==> config.mk <==
export PLATFORM = sky130hd
export DESIGN_NAME = data_mem_initiator
export DESIGN_NICKNAME = d
export VERILOG_FILES = /design/src/rtl/cpu_mem_pkg.sv /design/src/rtl/data_mem_initiator.sv
export SDC_FILE = /design/constraint.sdc
export NUM_CORES = 1
export LEC_CHECK = 0
export CAP_MARGIN = 20
export CORE_MARGIN = 2
export CORE_UTILIZATION = 65
export DETAILED_ROUTE_END_ITERATION = 12
export DONT_BUFFER_PORTS = 1
export PLACE_DENSITY = 0.86
export SKIP_CTS_REPAIR_TIMING = 1
export SYNTH_ARGS = -nofsm -noshare
export SYNTH_HDL_FRONTEND = slang
export SYNTH_SLANG_ARGS = --single-unit
==> constraint.sdc <==
create_clock -name Clk -period 4.42 [get_ports Clk]
set_clock_uncertainty 0.05 [all_clocks]
set_input_delay 0.442 -clock Clk [delete_from_list [all_inputs] [get_ports Clk]]
set_output_delay 0.442 -clock Clk [all_outputs]
set_load 0.02 [all_outputs]
==> src/rtl/cpu_mem_pkg.sv <==
// Shared types and default widths for the CPU data-memory path.
package cpu_mem_pkg;
    localparam int ADDR_W_DEF     = 16;
    localparam int DATA_W_DEF     = 16;
    localparam int MEM_DEPTH_DEF  = 16;
    localparam int RD_LATENCY_DEF = 1;
    localparam int REG_W_DEF      = 3;
    localparam int LAT_CNT_W      = 3;

    typedef enum logic [1:0] {
        IDLE,
        ISSUE,
        WAIT,
        RESP
    } mem_state_t;
endpackage

==> src/rtl/data_mem_initiator.sv <==
// Single-outstanding load/store initiator between the execute stage and data memory.
// All memory-side outputs are registered so strobes are glitch-free and last exactly one cycle.
module data_mem_initiator
    import cpu_mem_pkg::*;
#(
    parameter int ADDR_W     = ADDR_W_DEF,
    parameter int DATA_W     = DATA_W_DEF,
    parameter int MEM_DEPTH  = MEM_DEPTH_DEF,
    parameter int RD_LATENCY = RD_LATENCY_DEF,
    parameter int REG_W      = REG_W_DEF
) (
    input  logic              Clk,
    input  logic              Rst_n,
    input  logic              req_valid,
    output logic              req_ready,
    input  logic              req_write,
    input  logic [ADDR_W-1:0] req_addr,
    input  logic [DATA_W-1:0] req_wdata,
    input  logic [REG_W-1:0]  req_rd,
    output logic              resp_valid,
    input  logic              resp_ready,
    output logic [DATA_W-1:0] resp_data,
    output logic [REG_W-1:0]  resp_rd,
    output logic              resp_fault,
    output logic              Memread,
    output logic              Memwrite,
    output logic              Memtoreg,
    output logic [ADDR_W-1:0] addr,
    output logic [DATA_W-1:0] Datawrite,
    input  logic [DATA_W-1:0] Readdata
);

    // One extra bit keeps the range compare unsigned even when MEM_DEPTH == 2**ADDR_W.
    localparam logic [ADDR_W:0]        DEPTH_LIM = (ADDR_W + 1)'(MEM_DEPTH);
    localparam logic [LAT_CNT_W-1:0]   LAT_INIT  = LAT_CNT_W'(RD_LATENCY);

    mem_state_t            state_reg, state_next;
    logic                  write_reg, write_next;
    logic [LAT_CNT_W-1:0]  cnt_reg, cnt_next;
    logic                  resp_valid_reg, resp_valid_next;
    logic [DATA_W-1:0]     resp_data_reg, resp_data_next;
    logic [REG_W-1:0]      resp_rd_reg, resp_rd_next;
    logic                  resp_fault_reg, resp_fault_next;
    logic                  memread_reg, memread_next;
    logic                  memwrite_reg, memwrite_next;
    logic                  memtoreg_reg, memtoreg_next;
    logic [ADDR_W-1:0]     addr_reg, addr_next;
    logic [DATA_W-1:0]     datawrite_reg, datawrite_next;
    logic                  addr_fault;

    assign addr_fault = ({1'b0, req_addr} >= DEPTH_LIM);

    always_ff @(posedge Clk or negedge Rst_n) begin
        if (!Rst_n) begin
            state_reg      <= IDLE;
            write_reg      <= 1'b0;
            cnt_reg        <= '0;
            resp_valid_reg <= 1'b0;
            resp_data_reg  <= '0;
            resp_rd_reg    <= '0;
            resp_fault_reg <= 1'b0;
            memread_reg    <= 1'b0;
            memwrite_reg   <= 1'b0;
            memtoreg_reg   <= 1'b0;
            addr_reg       <= '0;
            datawrite_reg  <= '0;
        end else begin
            state_reg      <= state_next;
            write_reg      <= write_next;
            cnt_reg        <= cnt_next;
            resp_valid_reg <= resp_valid_next;
            resp_data_reg  <= resp_data_next;
            resp_rd_reg    <= resp_rd_next;
            resp_fault_reg <= resp_fault_next;
            memread_reg    <= memread_next;
            memwrite_reg   <= memwrite_next;
            memtoreg_reg   <= memtoreg_next;
            addr_reg       <= addr_next;
            datawrite_reg  <= datawrite_next;
        end
    end

    always_comb begin
        state_next      = state_reg;
        write_next      = write_reg;
        cnt_next        = cnt_reg;
        resp_valid_next = resp_valid_reg;
        resp_data_next  = resp_data_reg;
        resp_rd_next    = resp_rd_reg;
        resp_fault_next = resp_fault_reg;
        memread_next    = 1'b0;
        memwrite_next   = 1'b0;
        memtoreg_next   = memtoreg_reg;
        addr_next       = addr_reg;
        datawrite_next  = datawrite_reg;

        case (state_reg)
            IDLE: begin
                if (req_valid) begin
                    write_next     = req_write;
                    resp_rd_next   = req_rd;
                    resp_data_next = '0;
                    if (addr_fault) begin
                        // Out-of-range requests never touch the memory port.
                        resp_fault_next = 1'b1;
                        resp_valid_next = 1'b1;
                        memtoreg_next   = 1'b0;
                        state_next      = RESP;
                    end else begin
                        resp_fault_next = 1'b0;
                        addr_next       = req_addr;
                        datawrite_next  = req_wdata;
                        memwrite_next   = req_write;
                        memread_next    = !req_write;
                        memtoreg_next   = !req_write;
                        state_next      = ISSUE;
                    end
                end
            end
            ISSUE: begin
                if (write_reg) begin
                    resp_valid_next = 1'b1;
                    state_next      = RESP;
                end else begin
                    cnt_next   = LAT_INIT;
                    state_next = WAIT;
                end
            end
            WAIT: begin
                cnt_next = cnt_reg - 1'b1;
                if (cnt_reg == LAT_CNT_W'(1)) begin
                    resp_data_next  = Readdata;
                    resp_valid_next = 1'b1;
                    memtoreg_next   = 1'b0;
                    state_next      = RESP;
                end
            end
            RESP: begin
                if (resp_ready) begin
                    resp_valid_next = 1'b0;
                    state_next      = IDLE;
                end
            end
            default: state_next = IDLE;
        endcase
    end

    assign req_ready  = (state_reg == IDLE);
    assign resp_valid = resp_valid_reg;
    assign resp_data  = resp_data_reg;
    assign resp_rd    = resp_rd_reg;
    assign resp_fault = resp_fault_reg;
    assign Memread    = memread_reg;
    assign Memwrite   = memwrite_reg;
    assign Memtoreg   = memtoreg_reg;
    assign addr       = addr_reg;
    assign Datawrite  = datawrite_reg;

endmodule

==> results.txt <==
The critical path runs through a total of 5 cells. The via density per instance is 6.106. The die width came out at 66.97 um. The HPWL reported at the end of detailed placement is 3.540 mm. Counting I/O delays and the setup requirement, the final critical path takes 2.649 ns. The critical path starts at state_reg[0]. At the later pin of the worst-skew pair, clock insertion delay measures 0.33 ns. The number of antenna diodes in the final layout is 0. Of the post-synthesis cell area, the part taken by muxes is 13.59%. The flow ran to the end, and the final reports show no timing, DRC or antenna violations.

The relative slew slack is 36.76%. The average wire per cell in the routed design came out at 21.88 um. The number of warnings printed during yosys synthesis came out at 0. The number of synthesized register bits came out at 62.

The achievable frequency came out at 377.6 MHz. The final setup violation count came out at 0. The overall track demand over capacity in global routing came out at 23.80%. For this configuration, the core starts out at a cell density of 68.85%. The area of the core came out at 3744 sq um. The most frequent standard cell in the layout excluding fill and tap cells is dfrtp_1. By area, the combinational part of the netlist is dominated by multiplexers. Measured in cells, the most critical reg-to-reg path has a length of 5.

The worst register-to-register path begins at state_reg[0]. The fraction of post-synthesis cell area in the top cell type by area came out at 60.19%. The share of async-settable or async-resettable flops after synthesis is 100.0%. The maximum number of pins on one net before global-route repair is 63. The number of pins exceeding their max-slew limit in the final report is 0.

The clock transition at the register clock pins on the worst setup and hold paths after CTS came out at 0.07 ns. The number of global-route vias before repair was 1,543. In this run the critical register-to-register path is captured at Datawrite[14]. Setup repair after global routing left no endpoint under its margin. The number of standard cells after synthesis is 177. The worst hold margin came out at 0.1219 ns. Grouping stages by cell kind, the critical path spends the most delay in simple AND/OR/NAND/NOR gates. The fraction of the yosys area taken by sequential cells is 60.19%. The critical path goes through inv_1 > ha_1 > and2_1 > nand4_4 > mux2_4.

The number of violations reported at the end of detailed-routing iteration 0 is 202. The power after layout came out at 0.001725 W. The total power per unit cell area came out at 602.3 nW/um^2. The I/O pin count is 113. For this run, the slowest stage of the critical path takes 0.56 ns.

The netlist area before placement came out at 2577 sq um. Leaving out fill and tap cells, the most frequent cells in the layout are dfrtp_1, a22o_1, mux2_4. The worst endpoint required time is 4.58 ns. Each instance of the synthesized netlist takes up on average 14.56 sq um. The transition time at the pin with the least slew margin is 0.9445 ns. Summed over all failing endpoints, the final setup total negative slack is 0 ns.

The worst-case IR drop observed on VDD is 381.9 uV. Detailed routing inserted a total of 1,435 vias. The number of fill cells came out at 240.

The die outline height is 66.97 um. met2 is the most crowded layer. For this run, global-route usage on met1 was measured as 27.97%.

The final hold violation count came out at 0. CTS saw 62 sinks. The worst setup path is launched from a register.

The TritonCTS buffer count came out at 9. The capturing element of the worst setup path is Datawrite[14]. The final net count is 244. The worst path uses 59.92% of the clock period. The met2 track demand over resource in global routing came out at 37.38%. The startpoint-to-endpoint class of the critical path is reg2reg. After routing the design area is 2864 sq um. Of the total synthesized cell area, the portion taken by XOR and XNOR cells is 0%.

The residual overflow from global routing came out at 0. The root buffer cell chosen for the clock tree is clkbuf_8. By area the synthesized netlist is led by dfrtp_1, mux2_4, a22o_1.

The leakage power is 1.436 nW. The tightest min-delay check is of the in2reg type. The number of design rule violations left after detail routing came out at 0. Along the worst hold path, the cell count comes to 1.

The number of flops mapped to enable cells by yosys is 0. After detailed placement, the total cell area comes to 2577 sq um. The biggest area consumer among synthesized cells is dfrtp_1. The netlist uses 30 different library cells. The count of maximum capacitance violations is 0. The post-detailed-routing wire length came out at 5.141 mm.

Compared with the post-synthesis result, the final layout area differs by 11.12%. Of the total synthesized cell area, the portion taken by full adders, half adders and majority gates is 2.913%. The count of nets left with antenna violations once routing finished came out at 0. The largest individual stage delay along the critical path comes from the cell nand4_4. The fraction of met3 tracks used by global routing is 10.98%. The sum of buffers and inverters on the critical path is 1. Setup slack on the worst reg-to-reg path comes out at 1.77 ns. The total iterations of the first detailed-routing run is 4. CTS built an H-tree with a depth of 3. The net count after synthesis is 239. The fraction of layout cells with a size suffix above 1 came out at 23.53%. The number of antenna violations at the first check in global routing is 0.

The critical path endpoint category is a register. The number of standard-cell rows in the floorplan is 22. Among all flip-flop cells after synthesis, the most frequent one is dfrtp_1.

The count of input and output buffers is 0. The global placer's final weighted congestion is 0.8551. The area enclosed by the die boundary came out at 4485 sq um. TritonCTS built the clock tree. Summing the areas of all compound-gate instances in the mapped netlist gives 8.641% of the synthesized area. The data arrival time of the critical path came out at 2.81 ns. The first global-routing pass estimated 7.569 mm of wire. The post-synthesis simple-gate area fraction came out at 11.46%. The maximum net fanout on the critical path came out at 34. The deepest clock path buffer count came out at 2.
area by class of cell:
type	instances	area, sq um	share of cell area (%)
multi-input cells	101	943.4	32.94
well taps	48	60.06	2.097
clock inverters	3	90.09	3.145
flip-flops and latches	62	1551	54.17
clock buffers	13	158.9	5.548
inverters	6	22.52	0.7864
repair buffers	2	37.54	1.311
stage by stage:
stage | util [%] | worst slack, ns | cells
floorplan | - | 2.459 | 177
global placement | 68.85 | 1.991 | 217
detailed placement | 68.85 | 1.786 | 217
CTS | 75.50 | 1.790 | 233
global route | 76.50 | 1.606 | 235
finish | 76.50 | 1.772 | 235
synth_stat cells, drive strengths merged, types with 2 or more instances:
cell type and instances:
nor2 2, and2 14, ha 6, a22o 16
nand3 2, mux2i 2, buf 7, inv 6
nand4 2, dfrtp 62, o21ai 6, o211ai 2
nor4 4, nor2b 5, nand2b 2, mux2 24
nand2 7
cells by family (layout without fill, tap and decap cells):
family                   count (synthesis)  in the layout
AND/OR/NAND/NOR                         40             40
buffers and inverters                   14             24
adder cells (fa/ha/maj)                  6              6
multiplexers                            26             26
AO/OA/AOI/OAI                           29             29
flip-flops                              62             62
worst min-delay path by stage:
stage | slack [ns] | endpoint | from
2_1_floorplan | 0.1 | Datawrite[0] | Rst_n
3_3_place_gp | 0.1 | resp_data[10] | Rst_n
3_5_place_dp | 0.1 | resp_data[15] | Rst_n
4_1_cts | -0.26 | resp_data[15] | Rst_n
5_1_grt | 0.10 | Memread | req_write
6_report | 0.12 | Memread | req_write
metal layers:
| metal | share of wire, % | up-vias |
|---|---|---|
| met5 | 0 | - |
| met1 | 38 | 703 |
| met4 | 1.1 | 0 |
| li1 | - | 632 |
| met2 | 49 | 94 |
| met3 | 12 | 6 |
power by group:
| part | switching (W) | internal, W | leakage [nW] |
|---|---|---|---|
| Clock | 0.000211 | 0.000406 | 0.124 |
| Sequential | 0.000115 | 0.000642 | 0.834 |
| Combinational | 0.000204 | 0.000147 | 0.478 |
| Total | 0.000530 | 0.00120 | 1.44 |
Note: power is estimated with default switching activity, not from simulation.
